[src/rtl/temp_sensor_multi_reader.sv]
// Multi-channel SPI poller for MAX6630-class temperature sensors.
// Optional high-temperature alarm enabled by TEMP_SENSOR_ALARM_EN.
module temp_sensor_multi_reader #(
    parameter int C_CHANNELS            = 4,
    parameter int C_TEMP_SENSOR_PO_WL   = 16,
    parameter int C_TEMP_SENSOR_DATA_WL = 13,
    parameter int C_SCK_DIV             = 8,
    parameter int C_SWEEP_GAP           = 1000
) (
    input  logic                    Clk_IN,
    input  logic                    Rst_IN,
    input  logic                    Start_IN,
    input  logic                    Auto_IN,
    input  logic [C_CHANNELS-1:0]   Chan_En_IN,
    input  logic                    Temp_sensor_SO_IN,
    output logic                    Temp_sensor_SCK_OUT,
    output logic [C_CHANNELS-1:0]   Temp_sensor_CS_OUT,
    output logic [C_CHANNELS*C_TEMP_SENSOR_DATA_WL-1:0] Temp_Data_OUT,
    output logic [C_CHANNELS-1:0]   Data_Valid_OUT,
    output logic [C_CHANNELS-1:0]   Frame_Error_OUT,
    output logic                    Busy_OUT,
    output logic                    Sweep_Done_OUT
`ifdef TEMP_SENSOR_ALARM_EN
    ,
    input  logic signed [C_TEMP_SENSOR_DATA_WL-1:0] Temp_High_Thr_IN,
    output logic [C_CHANNELS-1:0]   Alarm_OUT
`endif
);

    localparam int PW  = C_TEMP_SENSOR_PO_WL;
    localparam int DW  = C_TEMP_SENSOR_DATA_WL;
    localparam int CHK = PW - DW - 1;
    localparam int CW  = (C_CHANNELS > 1) ? $clog2(C_CHANNELS) : 1;
    localparam int KW  = $clog2(C_SCK_DIV);
    localparam int BW  = $clog2(PW);
    localparam int GW  = (C_SWEEP_GAP > 1) ? $clog2(C_SWEEP_GAP) : 1;

    typedef enum logic [2:0] {
        IDLE, CS_SETUP, SCK_HIGH, SCK_LOW, CS_GAP, NEXT, DONE, WAIT_GAP
    } state_t;

    state_t                state;
    logic [CW-1:0]         ch;
    logic [CW-1:0]         nxt;
    logic                  found;
    logic [C_CHANNELS-1:0] rem;
    logic [KW-1:0]         cnt;
    logic [BW-1:0]         bits;
    logic [GW-1:0]         gap;
    logic [PW-1:0]         sr;
    logic [1:0]            so_sync;
    logic [DW-1:0]         temp_q [C_CHANNELS];

    logic          cnt_end;
    logic          last_bit;
    logic          adv;
    logic          frame_ok;
    logic [DW-1:0] field;

    assign cnt_end  = (cnt == KW'(C_SCK_DIV - 1));
    assign last_bit = (bits == BW'(PW - 1));
    assign adv      = (state == NEXT) || (state == CS_GAP && cnt_end);
    assign field    = sr[PW-1 -: DW];
    // Reserved bit must read 0; an open bus shifts in all ones.
    assign frame_ok = ~sr[CHK];

    // Lowest-index channel still pending in this sweep.
    always_comb begin
        found = 1'b0;
        nxt   = '0;
        for (int i = C_CHANNELS - 1; i >= 0; i--) begin
            if (rem[i]) begin
                found = 1'b1;
                nxt   = CW'(i);
            end
        end
    end

    for (genvar g = 0; g < C_CHANNELS; g++) begin : g_data
        assign Temp_Data_OUT[g*DW +: DW] = temp_q[g];
    end

    always_ff @(posedge Clk_IN) begin
        if (Rst_IN) begin
            state               <= IDLE;
            ch                  <= '0;
            rem                 <= '0;
            cnt                 <= '0;
            bits                <= '0;
            gap                 <= '0;
            sr                  <= '0;
            so_sync             <= '0;
            Temp_sensor_SCK_OUT <= 1'b0;
            Temp_sensor_CS_OUT  <= '1;
            Data_Valid_OUT      <= '0;
            Frame_Error_OUT     <= '0;
            Busy_OUT            <= 1'b0;
            Sweep_Done_OUT      <= 1'b0;
            for (int i = 0; i < C_CHANNELS; i++) temp_q[i] <= '0;
`ifdef TEMP_SENSOR_ALARM_EN
            Alarm_OUT           <= '0;
`endif
        end else begin
            so_sync        <= {so_sync[0], Temp_sensor_SO_IN};
            Sweep_Done_OUT <= 1'b0;
            if (state inside {CS_SETUP, SCK_HIGH, SCK_LOW, CS_GAP})
                cnt <= cnt_end ? '0 : cnt + 1'b1;

            unique case (state)
                IDLE: begin
                    if (Start_IN) begin
                        rem      <= Chan_En_IN;
                        Busy_OUT <= 1'b1;
                        state    <= NEXT;
                    end
                end
                CS_SETUP: begin
                    if (cnt_end) begin
                        Temp_sensor_SCK_OUT <= 1'b1;
                        sr    <= {sr[PW-2:0], so_sync[1]};
                        bits  <= '0;
                        state <= SCK_HIGH;
                    end
                end
                SCK_HIGH: begin
                    if (cnt_end) begin
                        Temp_sensor_SCK_OUT <= 1'b0;
                        state <= SCK_LOW;
                    end
                end
                SCK_LOW: begin
                    if (cnt_end && last_bit) begin
                        Temp_sensor_CS_OUT  <= '1;
                        Data_Valid_OUT[ch]  <= frame_ok;
                        Frame_Error_OUT[ch] <= ~frame_ok;
                        if (frame_ok) temp_q[ch] <= field;
`ifdef TEMP_SENSOR_ALARM_EN
                        Alarm_OUT[ch] <= frame_ok &&
                            ($signed(field) > Temp_High_Thr_IN);
`endif
                        state <= CS_GAP;
                    end else if (cnt_end) begin
                        Temp_sensor_SCK_OUT <= 1'b1;
                        sr    <= {sr[PW-2:0], so_sync[1]};
                        bits  <= bits + 1'b1;
                        state <= SCK_HIGH;
                    end
                end
                CS_GAP, NEXT: ;
                DONE: begin
                    gap   <= '0;
                    state <= Auto_IN ? WAIT_GAP : IDLE;
                end
                WAIT_GAP: begin
                    if (!Auto_IN) begin
                        state <= IDLE;
                    end else if (gap == GW'(C_SWEEP_GAP - 1)) begin
                        rem      <= Chan_En_IN;
                        Busy_OUT <= 1'b1;
                        state    <= NEXT;
                    end else begin
                        gap <= gap + 1'b1;
                    end
                end
                default: state <= IDLE;
            endcase

            // The gap of one channel flows straight into the next CS setup.
            if (adv) begin
                if (found) begin
                    Temp_sensor_CS_OUT <= ~(C_CHANNELS'(1) << nxt);
                    ch       <= nxt;
                    rem[nxt] <= 1'b0;
                    cnt      <= '0;
                    state    <= CS_SETUP;
                end else begin
                    Busy_OUT       <= 1'b0;
                    Sweep_Done_OUT <= 1'b1;
                    state          <= DONE;
                end
            end
        end
    end

endmodule

[config.mk]
export PLATFORM = sky130hd
export DESIGN_NAME = temp_sensor_multi_reader
export DESIGN_NICKNAME = d
export VERILOG_FILES = /design/src/rtl/temp_sensor_multi_reader.sv
export SDC_FILE = /design/constraint.sdc
export NUM_CORES = 1
export LEC_CHECK = 0
export BUFFER_PORTS_ARGS = -buffer_cell sky130_fd_sc_hd__buf_2
export CAP_MARGIN = 20
export CORE_ASPECT_RATIO = 1.1
export CORE_MARGIN = 2
export CORE_UTILIZATION = 56
export DETAILED_ROUTE_END_ITERATION = 7
export PLACE_DENSITY = 0.79
export SLEW_MARGIN = 20
export SYNTH_ARGS = -nofsm -noshare
export SYNTH_HDL_FRONTEND = slang
export SYNTH_SLANG_ARGS = --single-unit
export TNS_END_PERCENT = 100
[constraint.sdc]
create_clock -name Clk_IN -period 3 [get_ports Clk_IN]
set_clock_uncertainty 0.1 [all_clocks]
set_input_delay 0.75 -clock Clk_IN [delete_from_list [all_inputs] [get_ports Clk_IN]]
set_output_delay 0.75 -clock Clk_IN [all_outputs]
set_load 0.05 [all_outputs]
==> flow_summary.toml, run 1 <==
[cts]
cts_tree = "yes"
cts-buffers-inserted = 9
cts.repair.resized = 0
cts-hold-fix-buffers = 0
cts_htree_levels = 3
worst_skew_pair.late_latency_ns = 0.37
cts.sinks = 111
maximum_root_to_sink_buffer_count = 2
clk_pin_slew_worst_paths_ns = 0.11
clk_root_buffer_cell = "clkbuf_8"
cts_setup_buffers = 0

[global_routing]
gr-total-overflow = 0
initial_antenna_violation_count = 0
grt_pass1_wl_um = 15300
total_routing_resource_utilization_after_global_routing_pct = 21.1
vias_in_the_first_global_route = 3235
grt_start_max_net_pins = 25

[setup_path]
category_of_the_critical_setup_timing_path = "flip-flop to flip-flop"
worst_setup_path_end_kind = "flip-flop"
cpPeakStageDelay_ns = 0.47
worst_setup_path_start_kind = "flip-flop"
crit_buf_inv = 0
r2r-start = "cnt[0]"
crit-reg2reg-capture = "temp_q[0][3]"
timing.critical_path.arrival_ns = 2.37
required_ns = 2.92
rr_worst_depth = 6
timing.reg2reg.setup_slack_ns = 0.54
critical_path.cell_chain = "ha_1 -> ha_1 -> nand4_1 -> nor4_1 -> nand2_1 -> nand2_1"
crit_family = "simple AND/OR/NAND/NOR gates"
critPathMaxFanout = 13
worst_path_max_delay_cell = "nand2_1"

[route]
antenna_violating_nets_post_route = 0
post-route-drc-count = 0
finalWirelength_um = 9220
drt_iter0_drc = 225
drt_wl_cell_um = 14.6
routed_via_density = 5.46
detailroute.via_count = 3456
detailedRoute.firstPassIterationCount = 4

[cells_and_area]
layout-drive-gt1-share_pct = 22.8
n_antenna_cell = 0
nets = 530
synthToLayoutAreaGrowth_pct = 14.6

[status]
outcome = "complete, no violations"

[power]
p_leak_nw = 2.07
fin_total_pwr_mw = 3.19
ir_worst_vdd_mv = 0.397
powerDensity_nw_per_um2 = 594

[synthesis]
number_of_storage_elements_in_the_synthesis_netlist = 111
yosysWarningCount = 0
portion_of_synthesized_cell_area_occupied_by_the_leading_cell_type_pct = 33.3
synth_enable_flop_cells = 52
netlist_top_cells_area = "edfxtp_1, dfxtp_1, and2_1, nand2_1, a21oi_1"
syn_avg_cell_area_um2 = 10.6
postSynth.topFlopCell = "dfxtp_1"
netlist_area_um2 = 4690
synthCells = 443
synth_cell_type_count = 56
synth_area_leader_cell = "edfxtp_1"
synth_fp_nets = 456
postSynth.asyncResetShare_pct = 0
synth.yosys.seq_area_share_pct = 58.5

[die]
initial_utilization_pct = 56.9
die_height_um = 99.9
die-width_um = 91.2
ioPinCount = 76
floorplan.rows = 35
fp.dieArea_um2 = 9120
coreArea_um2 = 8230

[timing]
period_share_pct = 82.0
tightestPinTransition_ns = 0.729
period_minus_slack_ns = 2.46
max_freq_ghz = 0.407
maxSlewViolCount = 0
setup_viol = 0
final.setup.tns_ns = 0
rsz0062_at_grt = "no"
hold_ws_ns = 0.359
timing_hold_violations_final = 0
worst_slew_margin_rel_pct = 51.4

[placement]
place.gp.congestion = 0.848
dp.final_hpwl_um = 6550
portBuffers = 75

[worst_hold_path]
min-delay-start = "so_sync[1]"
worst_hold_path.num_cells = 2
hold_path_class = "flip-flop to flip-flop"
whs_endpoint = "sr[0]"

[job]
drv_cap = 0
## Yosys cell counts, types with 3 or more instances
library cell and count:
and2_1 56, ha_1 4, and3_1 4, a211oi_1 6, nor4_1 4, buf_2 6, nand4_1 5, edfxtp_1 52
nor3_1 15, nor2_1 17, and4_1 5, nand3_1 16, dfxtp_1 59, a21oi_1 35, nand2_1 50, buf_6 4
inv_1 11, mux2i_1 6, clkbuf_1 11, nor2b_1 4, o31ai_1 6, or4_1 6, o21ai_0 20, xnor2_1 3
## layout make-up
type                       instances  area [µm²]
fill                             674        2860
tap                              111         139
inverter                          11        41.3
multi-input combinational        299        1780
clock buffer                       9         124
clock inverter                     7        95.1
timing repair buffer              85         450
sequential                       111        2740
## worst reg2reg max path: cells and delay by family, from the launching register on
kind,cells,cell delay (ns)
AND/OR/NAND/NOR,4,1.21
adder cells (fa/ha/maj),2,0.44
flip-flops,1,0.36
## cells by family (layout without fill, tap and decap cells)
logic type	after synthesis	after routing	synth area share (%)
buf+inv	33	112	3.66
simple gates	200	200	23.6
compound gates	84	84	10.9
fa+ha+maj	4	4	1.07
mux	7	7	1.52
flops	111	111	58.5
xor+xnor	4	4	0.748
## state kept, by name (all words and copies together) (netlist names)
| register | flops |
|---|---|
| so_sync | 2 |
| gap | 10 |
| Data_Valid_OUT | 4 |
| Temp_sensor_SCK_OUT | 1 |
| bits | 4 |
| rem | 4 |
| Busy_OUT | 1 |
| Sweep_Done_OUT | 1 |
| ch | 2 |
| cnt | 3 |
| state | 3 |
| Frame_Error_OUT | 4 |
| Temp_sensor_CS_OUT | 4 |
| temp_q | 52 |
| sr | 16 |
## cells in the final DEF, fill, tap and decap left out, types with 3 or more instances in the layout
| cell type | count |
|---|---|
| a211oi_1 | 6 |
| o21ai_1 | 3 |
| or4_1 | 6 |
| edfxtp_1 | 52 |
| and3_1 | 4 |
| ha_1 | 4 |
| a21oi_1 | 35 |
| nor4_1 | 4 |
| nand2_1 | 50 |
| and2_1 | 56 |
| inv_1 | 11 |
| nor2_1 | 17 |
| nand4_1 | 5 |
| clkbuf_8 | 9 |
| o31ai_1 | 6 |
| nor3_1 | 14 |
| buf_4 | 10 |
| dfxtp_1 | 59 |
| xnor2_1 | 3 |
| nand3_1 | 16 |
| nor2b_1 | 4 |
| and4_1 | 5 |
| o21ai_0 | 18 |
| buf_2 | 75 |
| mux2i_1 | 6 |
## worst max-delay path by stage
| stage | from | to | slack [ns] | cells after the start |
|---|---|---|---|---|
| finish | cnt[0] | temp_q[0][3] | 0.54 | 6 |
| global route | cnt[0] | temp_q[0][1] | 0.34 | 6 |
| CTS | cnt[0] | temp_q[3][2] | 0.28 | 6 |
| detailed placement | cnt[0] | temp_q[3][12] | 0.30 | 6 |
| global placement | cnt[0] | temp_q[3][7] | 0.45 | 6 |
| floorplan | cnt[0] | temp_q[3][0] | 0.27 | 6 |
## stage by stage
step / setup slack (ns) / cell area, µm² / utilization [%] / instances
2_1_floorplan: 0.266 / 4690 / - / 443
3_3_place_gp: 0.447 / 5140 / 62.4 / 616
3_5_place_dp: 0.297 / 5140 / 62.5 / 617
4_1_cts: 0.281 / 5360 / 65.2 / 633
5_1_grt: 0.342 / 5370 / 65.2 / 633
6_report: 0.541 / 5370 / 65.2 / 633
## power by group
group	leakage, nW	switching [mW]	internal (mW)	total (mW)
logic	0.948	0.351	0.176	0.527
registers	1.01	0.0644	1.65	1.72
clock network	0.111	0.537	0.412	0.949
## layer usage
metal  vias to the layer above  track usage, %  wire (µm)
met3                        11            3.60        386
met2                       100            37.6       4730
li1                       1735               -          -
met5                         -               0          0
met4                         0            7.69        119
met1                      1610            25.9       3990
Note: power is estimated with default switching activity, not from simulation.
==> inputs of run 2 (changes only) <==
clock period = 2.5 ns   (was 3 ns; I/O delays follow)
==> run 2 against run 1 <==
Effect of this change:
- die area unchanged
- final area is 0.49% higher
- critical endpoint is now temp_q[3][8]
- hold slack got worse by 0.0080 ns
- largest cell class unchanged
- core utilization rose by 0.32 points
==> flow_summary.toml, run 2 (synthesis results as in run 1) <==
[global_routing]
grt_util_met2_pct = 36.8
grt_pass1_wl_um = 15400
grt_use_met3_pct = 3.23
met1_usage_pct = 26.4
grt_start_max_net_pins = 23
top_usage_layer = "met2"
vias_in_the_first_global_route = 3258
initial_antenna_violation_count = 0
gr-total-overflow = 0
total_routing_resource_utilization_after_global_routing_pct = 21.2

[placement]
placement.cell_area_um2 = 5190
place.gp.congestion = 0.817
dp.final_hpwl_um = 6690
portBuffers = 75

[setup_path]
category_of_the_critical_setup_timing_path = "flip-flop to flip-flop"
timing.critical_path.arrival_ns = 2.33
cp-endpoint = "temp_q[3][8]"
first_element_of_the_critical_path = "cnt[0]"
timing.reg2reg.setup_slack_ns = 0.15
crit_family = "simple AND/OR/NAND/NOR gates"
critical_path.cell_chain = "ha_1 -> ha_1 -> and4_1 -> buf_4 -> nand4_1 -> o21ai_1 -> buf_4"
crit_buf_inv = 2
cpPeakStageDelay_ns = 0.36
worst_path_max_delay_cell = "dfxtp_1"
rr_worst_depth = 7
worst-path-stages = 7
critPathMaxFanout = 13
required_ns = 2.48
worst_setup_path_start_kind = "flip-flop"
worst_setup_path_end_kind = "flip-flop"
crit-reg2reg-capture = "temp_q[3][8]"
r2r-start = "cnt[0]"

[worst_hold_path]
worst_hold_path.num_cells = 1
hold_path_class = "flip-flop to flip-flop"

[job]
drv_cap = 0

[cts]
clk_root_buffer_cell = "clkbuf_8"
cts.repair.resized = 0
worst_skew_pair.late_latency_ns = 0.38
cts_htree_levels = 3
maximum_root_to_sink_buffer_count = 2
cts_tree = "yes"
cts-buffers-inserted = 9
cts-hold-fix-buffers = 0
cts.sinks = 111
clk_pin_slew_worst_paths_ns = 0.10
cts_setup_buffers = 0

[route]
finalWirelength_um = 9360
routed_via_density = 5.45
post-route-drc-count = 0
antenna_violating_nets_post_route = 0
detailedRoute.firstPassIterationCount = 4
drt_wl_cell_um = 14.6
detailroute.via_count = 3484
drt_iter0_drc = 209

[cells_and_area]
synthToLayoutAreaGrowth_pct = 15.1
largest_register_ffs = 52
nets = 536
n_antenna_cell = 0
mostFrequentLayoutCell = "buf_2"
final_cell_area_um2 = 5400
mostFrequentLayoutCells = "buf_2, dfxtp_1, and2_1, edfxtp_1, nand2_1"
largestRegisters = "temp_q (52), sr (16), gap (10)"
layout-drive-gt1-share_pct = 23.7
layout.core_utilization_pct = 65.5
register_with_the_most_flip_flops = "temp_q"

[timing]
timing_hold_violations_final = 0
final.setup.tns_ns = 0
max_freq_ghz = 0.425
period_share_pct = 94.2
maxSlewViolCount = 0
setup_viol = 0
period_minus_slack_ns = 2.35
hold_ws_ns = 0.351
worst_slew_margin_rel_pct = 58.3
rsz0062_at_grt = "no"
tightestPinTransition_ns = 0.623

[status]
outcome = "complete, no violations"

[power]
ir_worst_vdd_mv = 0.571
p_leak_nw = 2.09
powerDensity_nw_per_um2 = 698
fin_total_pwr_mw = 3.77

[die]
initial_utilization_pct = 56.9
fp.dieArea_um2 = 9120
floorplan.rows = 35
die_height_um = 99.9
ioPinCount = 76
die-width_um = 91.2
coreArea_um2 = 8230
==> run 2: area by class of cell <==
class / count / area, µm²
clock buffers: 9 / 124
well taps: 111 / 139
clock inverters: 7 / 76.3
fillers: 647 / 2840
flip-flops and latches: 111 / 2740
multi-input cells: 299 / 1780
repair buffers: 91 / 495
inverters: 11 / 41.3
==> run 2: where the power goes <==
part	internal, mW	total (mW)	leakage, nW	switching [mW]
logic	0.215	0.633	0.976	0.418
registers	1.98	2.06	1.01	0.0813
clock network	0.403	1.07	0.103	0.667
total	2.60	3.77	2.09	1.17
==> run 2: worst min-delay path by stage <==
stage | startpoint | endpoint
floorplan | so_sync[0] | so_sync[1]
detailed placement | so_sync[0] | so_sync[1]
global placement | sr[1] | sr[2]
finish | so_sync[0] | so_sync[1]
CTS | so_sync[0] | so_sync[1]
global route | sr[1] | sr[1]
==> run 2: layer usage <==
| metal | up-vias | routed length (µm) |
|---|---|---|
| met5 | - | 0 |
| met4 | 0 | 161 |
| met3 | 15 | 406 |
| met2 | 104 | 4710 |
| met1 | 1614 | 4080 |
| li1 | 1751 | - |
==> run 2: metrics by stage <==
step | cells | setup slack, ns
floorplan | 443 | 0.115
global placement | 623 | 0.180
detailed placement | 623 | 0.0625
CTS | 639 | 0.0286
global route | 639 | 0.0101
finish | 639 | 0.145
